==> src/rtl/booth_r4_seq_mult.sv <==
`default_nettype none
// =============================================================================
// Module   : booth_r4_seq_mult
// Purpose  : Iterative radix-4 Booth multiplier, DPC digits per cycle, valid/ready.
//            Optional macro BOOTH_R4_SEQ_MULT_EARLY_EXIT_EN ends BUSY once all
//            remaining digits are zero.
// Revision : 1.0 - initial release
// =============================================================================
module booth_r4_seq_mult #(
   parameter int A_BITS = 17,
   parameter int B_BITS = 17,
   parameter int DPC    = 1
) (
   input  logic                     clk,
   input  logic                     reset,
   input  logic                     in_valid,
   output logic                     in_ready,
   input  logic                     in_signed,
   input  logic [A_BITS-1:0]        in_a,
   input  logic [B_BITS-1:0]        in_b,
   output logic                     out_valid,
   input  logic                     out_ready,
   output logic [A_BITS+B_BITS-1:0] out_p
);

   localparam int NDIG   = (B_BITS + 2) / 2;
   localparam int NCYC   = (NDIG + DPC - 1) / DPC;
   localparam int P_BITS = A_BITS + B_BITS;
   // Multiplier shifter covers every digit slot of every cycle plus the overlap bit.
   localparam int BSH_W  = 2 * DPC * NCYC + 1;
   localparam int CNT_W  = (NCYC > 1) ? $clog2(NCYC) : 1;

   typedef enum logic [1:0] {
      S_IDLE = 2'd0,
      S_BUSY = 2'd1,
      S_DONE = 2'd2
   } state_t;

   state_t             r_state;
   state_t             w_state_nxt;
   logic [P_BITS-1:0]  r_acc;
   logic [P_BITS-1:0]  r_m;
   logic [P_BITS-1:0]  w_acc_nxt;
   logic [BSH_W-1:0]   r_bsh;
   logic [BSH_W-1:0]   w_bsh_nxt;
   logic [CNT_W-1:0]   r_cnt;
   logic               w_accept;
   logic               w_last;
   logic               w_a_sx;
   logic               w_b_sx;

   // Arithmetic is modulo 2^P_BITS, which yields the exact truncated product.
   function automatic logic [P_BITS-1:0] booth_pp(input logic [2:0]        trip,
                                                  input logic [P_BITS-1:0] m);
      case (trip)
         3'b001, 3'b010: booth_pp = m;
         3'b011:         booth_pp = m << 1;
         3'b100:         booth_pp = ~(m << 1) + P_BITS'(1);
         3'b101, 3'b110: booth_pp = ~m + P_BITS'(1);
         default:        booth_pp = '0;
      endcase
   endfunction

   assign w_a_sx    = in_signed & in_a[A_BITS-1];
   assign w_b_sx    = in_signed & in_b[B_BITS-1];
   assign w_bsh_nxt = $signed(r_bsh) >>> (2 * DPC);
   assign out_p     = r_acc;

   // Slots past the padded multiplier see only sign copies and recode to 0.
   always_comb begin
      w_acc_nxt = r_acc;
      for (int j = 0; j < DPC; j++) begin
         w_acc_nxt = w_acc_nxt + booth_pp(r_bsh[2*j +: 3], r_m << (2 * j));
      end
   end

`ifdef BOOTH_R4_SEQ_MULT_EARLY_EXIT_EN
   assign w_last = (r_cnt == CNT_W'(NCYC - 1)) || (&w_bsh_nxt) || !(|w_bsh_nxt);
`else
   assign w_last = (r_cnt == CNT_W'(NCYC - 1));
`endif

   always_ff @(posedge clk or posedge reset) begin
      if (reset) begin
         r_state <= S_IDLE;
      end else begin
         r_state <= w_state_nxt;
      end
   end

   always_comb begin
      w_state_nxt = r_state;
      in_ready    = 1'b0;
      out_valid   = 1'b0;
      w_accept    = 1'b0;
      case (r_state)
         S_IDLE: begin
            in_ready = 1'b1;
            if (in_valid) begin
               w_accept    = 1'b1;
               w_state_nxt = S_BUSY;
            end
         end
         S_BUSY: begin
            if (w_last) begin
               w_state_nxt = S_DONE;
            end
         end
         S_DONE: begin
            out_valid = 1'b1;
            if (out_ready) begin
               w_state_nxt = S_IDLE;
            end
         end
         default: w_state_nxt = S_IDLE;
      endcase
   end

   always_ff @(posedge clk or posedge reset) begin
      if (reset) begin
         r_acc <= '0;
         r_m   <= '0;
         r_bsh <= '0;
         r_cnt <= '0;
      end else if (w_accept) begin
         r_acc <= '0;
         r_cnt <= '0;
         r_m   <= {{B_BITS{w_a_sx}}, in_a};
         r_bsh <= {{(BSH_W - 1 - B_BITS){w_b_sx}}, in_b, 1'b0};
      end else if (r_state == S_BUSY) begin
         r_acc <= w_acc_nxt;
         r_cnt <= r_cnt + CNT_W'(1);
         r_m   <= r_m << (2 * DPC);
         r_bsh <= w_bsh_nxt;
      end
   end

endmodule
`default_nettype wire

==> config.mk <==
export PLATFORM = sky130hd
export DESIGN_NAME = booth_r4_seq_mult
export DESIGN_NICKNAME = d
export VERILOG_FILES = /design/src/rtl/booth_r4_seq_mult.sv
export SDC_FILE = /design/constraint.sdc
export NUM_CORES = 1
export LEC_CHECK = 0
export CORE_MARGIN = 1
export CORE_UTILIZATION = 50
export CTS_CLUSTER_SIZE = 16
export DETAILED_ROUTE_END_ITERATION = 16
export PLACE_DENSITY_LB_ADDON = 0.2
export SYNTH_ARGS = -nofsm -noshare
export SYNTH_HDL_FRONTEND = slang
export SYNTH_SLANG_ARGS = --single-unit
==> constraint.sdc <==
create_clock -name clk -period 7.6 [get_ports clk]
set_input_delay 1.52 -clock clk [delete_from_list [all_inputs] [get_ports clk]]
set_output_delay 1.52 -clock clk [all_outputs]
set_load 0.02 [all_outputs]
# [Word-level counts from Yosys, hierarchy flattened]
# Cells that the tools add are included.
# Widths: inputs -> output; s select.
[classes] add_sub_neg=4 eq_ne=12 n_reduce_logical=5 bitwise=4 muxes=17
[op_table] cell="$mux 34" count=4
[op_table] cell="$pmux 34 s4" count=1
[op_table] cell="$add 34x1->34 const B" count=2
[op_table] cell="$not 34->34" count=2
[op_table] cell="$add 34x34->34" count=1
[op_table] cell="$mux 19" count=1
[op_table] cell="$mux 18" count=1
[op_table] cell="$eq 3x3->1 const B" count=3
[op_table] cell="$mux 4" count=2
[op_table] cell="$eq 3x2->1 const B" count=2
[op_table] cell="$mux 2" count=3
[op_table] cell="$ne 2x2->1 const B" count=3
[op_table] cell="$pmux 2 s3" count=1
[op_table] cell="$add 4x1->4 const B" count=1
[op_table] cell="$eq 4x4->1 const B" count=1
[op_table] cell="$mux 1" count=4
[op_table] cell="$reduce_or 2->1" count=2
[op_table] cell="$eq 3x1->1 const B" count=1
[op_table] cell="$reduce_and 3->1" count=1
[op_table] cell="$and 1x1->1" count=2
[op_table] cell="$eq 2x1->1 const B" count=1
[op_table] cell="$eq 2x2->1 const B" count=1
[op_table] cell="$logic_not 2->1" count=1
[op_table] cell="$reduce_bool 2->1" count=1
[totals] ff_bits=93 word_cells=48 output_inout_bits=36 input_bits=39

# [Logic depth before layout (Yosys ltp)]
[logic_depth] word_depth=6 ltp_mapped=22 mapped_depth_nobuf=21

# [Worst setup path before layout]
# No wires, ideal clock.
[synth_path] kind="register to register" startpoint="register r_m[0]" endpoint="register r_acc[29], in the netlist out_p[29]" path_buffers=1 period_less_slack_ns=4.722 required_time_ns=7.467 arrival_time_ns=4.589 setup_ns=0.133 path_slack_ns=2.878 stages_incl_launch_ff=21 cell_sequence="dfrtp_1 inv_1 ha_1 or3b_1 or3_1 clkbuf_1 or2_1 or3_2 nand2_1 xor2_1 o21ai_0 o21a_1 ha_1 a21oi_1 o21ai_0 or4_1 o221ai_1 o311ai_0 a21oi_1 xor2_1 o21ai_0"
[synth_between] elab_chain_len=6 elab_cells_between_ends=8 classes_between="add/sub (3); mux (3); bitwise (2)"
[synth_lines] element="start, declared" line_no="42" rtl="logic [P_BITS-1:0] r_m;"
[synth_lines] element="start signal, assigned" line_no="128" rtl="r_m <= {{B_BITS{w_a_sx}}, in_a};"
[synth_lines] element="start signal, assigned" line_no="133" rtl="r_m <= r_m << (2 * DPC);"
[synth_lines] element="$not 34->34 (on tied branches)" line_no="59, 58"
[synth_lines] element="$add 34x1->34 (on tied branches)" line_no="59, 58"
[synth_lines] element="$pmux 34 s4 (*)" line_no="55" rtl="case (trip)"
[synth_lines] element="$add 34x34->34 (*)" line_no="73" rtl="w_acc_nxt = w_acc_nxt + booth_pp(r_bsh[2*j +: 3], r_m << (2 * j));"
[synth_lines] element="$mux 34 (*)" line_no="130" rtl="end else if (r_state == S_BUSY) begin"
[synth_lines] element="$mux 34 (*)" line_no="125" rtl="end else if (w_accept) begin"
[synth_lines] element="end signal, assigned" line_no="131" rtl="r_acc <= w_acc_nxt;"
[synth_lines] element="end, declared" line_no="41" rtl="logic [P_BITS-1:0] r_acc;"
# Every way passes the cells marked *; elsewhere a longest branch is shown, timed or not. The select of a mux whose other input is x is not followed.
# A chain may end at the register's enable or synchronous reset.

# [Final worst setup path]
# Ends and elaborated chain as after synthesis.

==> flow_summary.ini <==
[setup_path]
required_ns = 7.82
cpMaxStageDelayCell = or3_1
critical_path_arrival_ns = 5.57
cpMostUsedCell = o21ai_0
cp-end-kind = flip-flop
crit_buf_inv = 1
slowest_delay_ns = 0.51
crit_chain = inv_1 > ha_1 > or3b_1 > or3_1 > nor2_1 > nand2_1 > or3_1 > nand2_1 > xor2_1 > o21ai_0 > ha_1 > a21o_1 > a21oi_1 > o21ai_0 > or4_1 > o221ai_1 > o311ai_0 > a21oi_1 > xor2_1 > o21ai_0
worstSetupStartpointType = flip-flop
crit_family = simple AND/OR/NAND/NOR gates
worst-setup-path-type = flip-flop to flip-flop
crit_fanout = 6

[drt]
firstDrtPassIters = 5
wl_per_cell_um = 18.2
drcViolationCount = 0
wirelength_um = 21200
ant_nets = 0
detailroute.via_count = 7208
drtIter0Drc = 701
vias_per_cell = 6.20

[floorplan]
fp.dieH_um = 125
num_rows = 44
core_um2 = 14600
start_util = 0.516
num_io_pins = 75
dieArea_um2 = 15600
die_x_um = 125

[synthesis]
synth_edf_count = 0
syn_nets = 1033
synth-async-reset-ratio = 1.00
ys_ff_latch = 93
synthTopCellsByCount = nand2_1, dfrtp_1, o21ai_0
synth_most_common_cell = nand2_1
syn_avg_cell_area_um2 = 7.87
yosysWarnings = 0
synth_cell_types = 67
synthesis.area_um2 = 7530
ys_seq_area_frac = 0.309
netlist_top_cells_area = dfrtp_1, nand2_1, ha_1
synth_top_cell_area_share = 0.309
synth_top_flop_cell = dfrtp_1
syn_inst = 957
yosysTopAreaCell = dfrtp_1

[sta]
final_max_slew_viol_count = 0
tns_ns = 0
fin_skew_ns = 0.00924
finalSetupViolCount = 0
hold_violations = 0
worst_slew_pin_slew_ns = 1.01
max_slew_margin = 0.325
fin_crit_sh = 0.703
rsz0062_at_grt = false
timing.fmax_ghz = 0.187
post-route-min-period_ns = 5.34

[grt]
grt_max_degree = 67
globalRoute.totalOverflow = 0
grtUsageMet1 = 0.396
grt_pass1_vias = 6799
antenna_found_initial = 0
grt_usage = 0.279
grt_pass1_wl_um = 35200
grt_use_met3 = 0.0335
top_usage_layer = met2
use_met2 = 0.438

[clock_network]
tritoncts = built
clockBufferDepth = 2
clock_sinks = 93
path_clk_slew_ns = 0.07
cts_buffers = 9
root_buffer = clkbuf_16
cts_setup_buffers = 0
htreeDepth = 3
cts_resized = 0
clkLatencyLatePin_ns = 0.35
postCtsHoldBufs = 0

[cells_and_area]
layout-drive-gt1-share = 0.0531
syn2layout_area_growth_pct = 14.3
diodes = 0
fill_cells = 1305
nets = 1050

[placed_design]
gp_congestion = 0.894
port_buffers = 74
hpwlAfterDp_um = 14700

[min_path]
hold_path_class = flip-flop to flip-flop

[run]
cap_violations = 0

[status]
status = completed
-- placed cells by master (no fill, tap or decap), types with 24 or more instances in the layout --
cell and count:
xnor2_1 48, a22oi_1 36, nor2_1 48, nand2_1 175, xor2_1 30, nand3_1 60
clkdlybuf4s50_1 74, inv_1 24, ha_1 36, o21ai_0 69, a21oi_1 50, dfrtp_1 93
-- metal layers --
layer | part of all wire | up-vias
li1 | - | 3469
met1 | 0.46 | 3441
met2 | 0.46 | 265
met3 | 0.059 | 33
met4 | 0.018 | 0
met5 | 0 | -
-- tightest hold or removal path: cells and delay by family, from the launching register on --
kind	cells	cell delay, ns
flops	1	0.34
simple gates	2	0.10
-- path summary, 6_finish.rpt --
| check | cells after the start | slack (ns) | startpoint | endpoint |
|---|---|---|---|---|
| max in group asynchronous | 3 | 4.93 | reset | r_m[27]$_DFFE_PP0P_ |
| worst min-delay path | 2 | 0.48 | r_bsh[18]$_DFFE_PP0P_ | r_bsh[18]$_DFFE_PP0P_ |
| worst min register to register | 2 | 0.48 | r_bsh[18]$_DFFE_PP0P_ | r_bsh[18]$_DFFE_PP0P_ |
| worst max-delay path | 20 | 2.26 | r_m[0]$_DFFE_PP0P_ | out_p[29]$_DFFE_PP0P_ |
| min in group asynchronous | 2 | 1.51 | reset | out_p[4]$_DFFE_PP0P_ |
| worst max register to register | 20 | 2.26 | r_m[0]$_DFFE_PP0P_ | out_p[29]$_DFFE_PP0P_ |
-- stage by stage --
step / utilization / instance area [µm²] / std cells / worst slack [ns] / hold slack [ns]
6_report: 0.590 / 8610 / 1163 / 2.26 / 0.476
5_1_grt: 0.590 / 8610 / 1163 / 1.91 / 0.513
4_1_cts: 0.590 / 8610 / 1163 / 2.32 / 0.476
3_5_place_dp: 0.568 / 8280 / 1147 / 2.34 / 0.460
3_3_place_gp: 0.568 / 8280 / 1147 / 2.38 / 0.453
2_1_floorplan: - / 7530 / 957 / 2.88 / 0.430
-- cell type report --
cell class	count	area, µm²	share of cell area
clock buffers	11	243	0.0282
clock inverters	5	82.6	0.00959
inverters	27	104	0.0121
multi-input cells	757	4790	0.556
flip-flops and latches	93	2330	0.270
well taps	184	230	0.0267
repair buffers	86	831	0.0965
-- cell families after synthesis --
group,share of synthesized area
and+or+nand+nor,0.223
buffers and inverters,0.0573
adders and majority gates,0.0625
AOI/OAI and AO/OA,0.237
xor gates and xnor gates,0.0907
DFF,0.309
muxes,0.0194
-- registers in the layout, summed over array words and instances, names as in the netlist --
register and count:
r_bsh 19, out_p 34, r_cnt 4, r_state 2, r_m 34
Power is not shown: default switching activity piles up to over one toggle a cycle in this logic, so the estimate is an artifact.
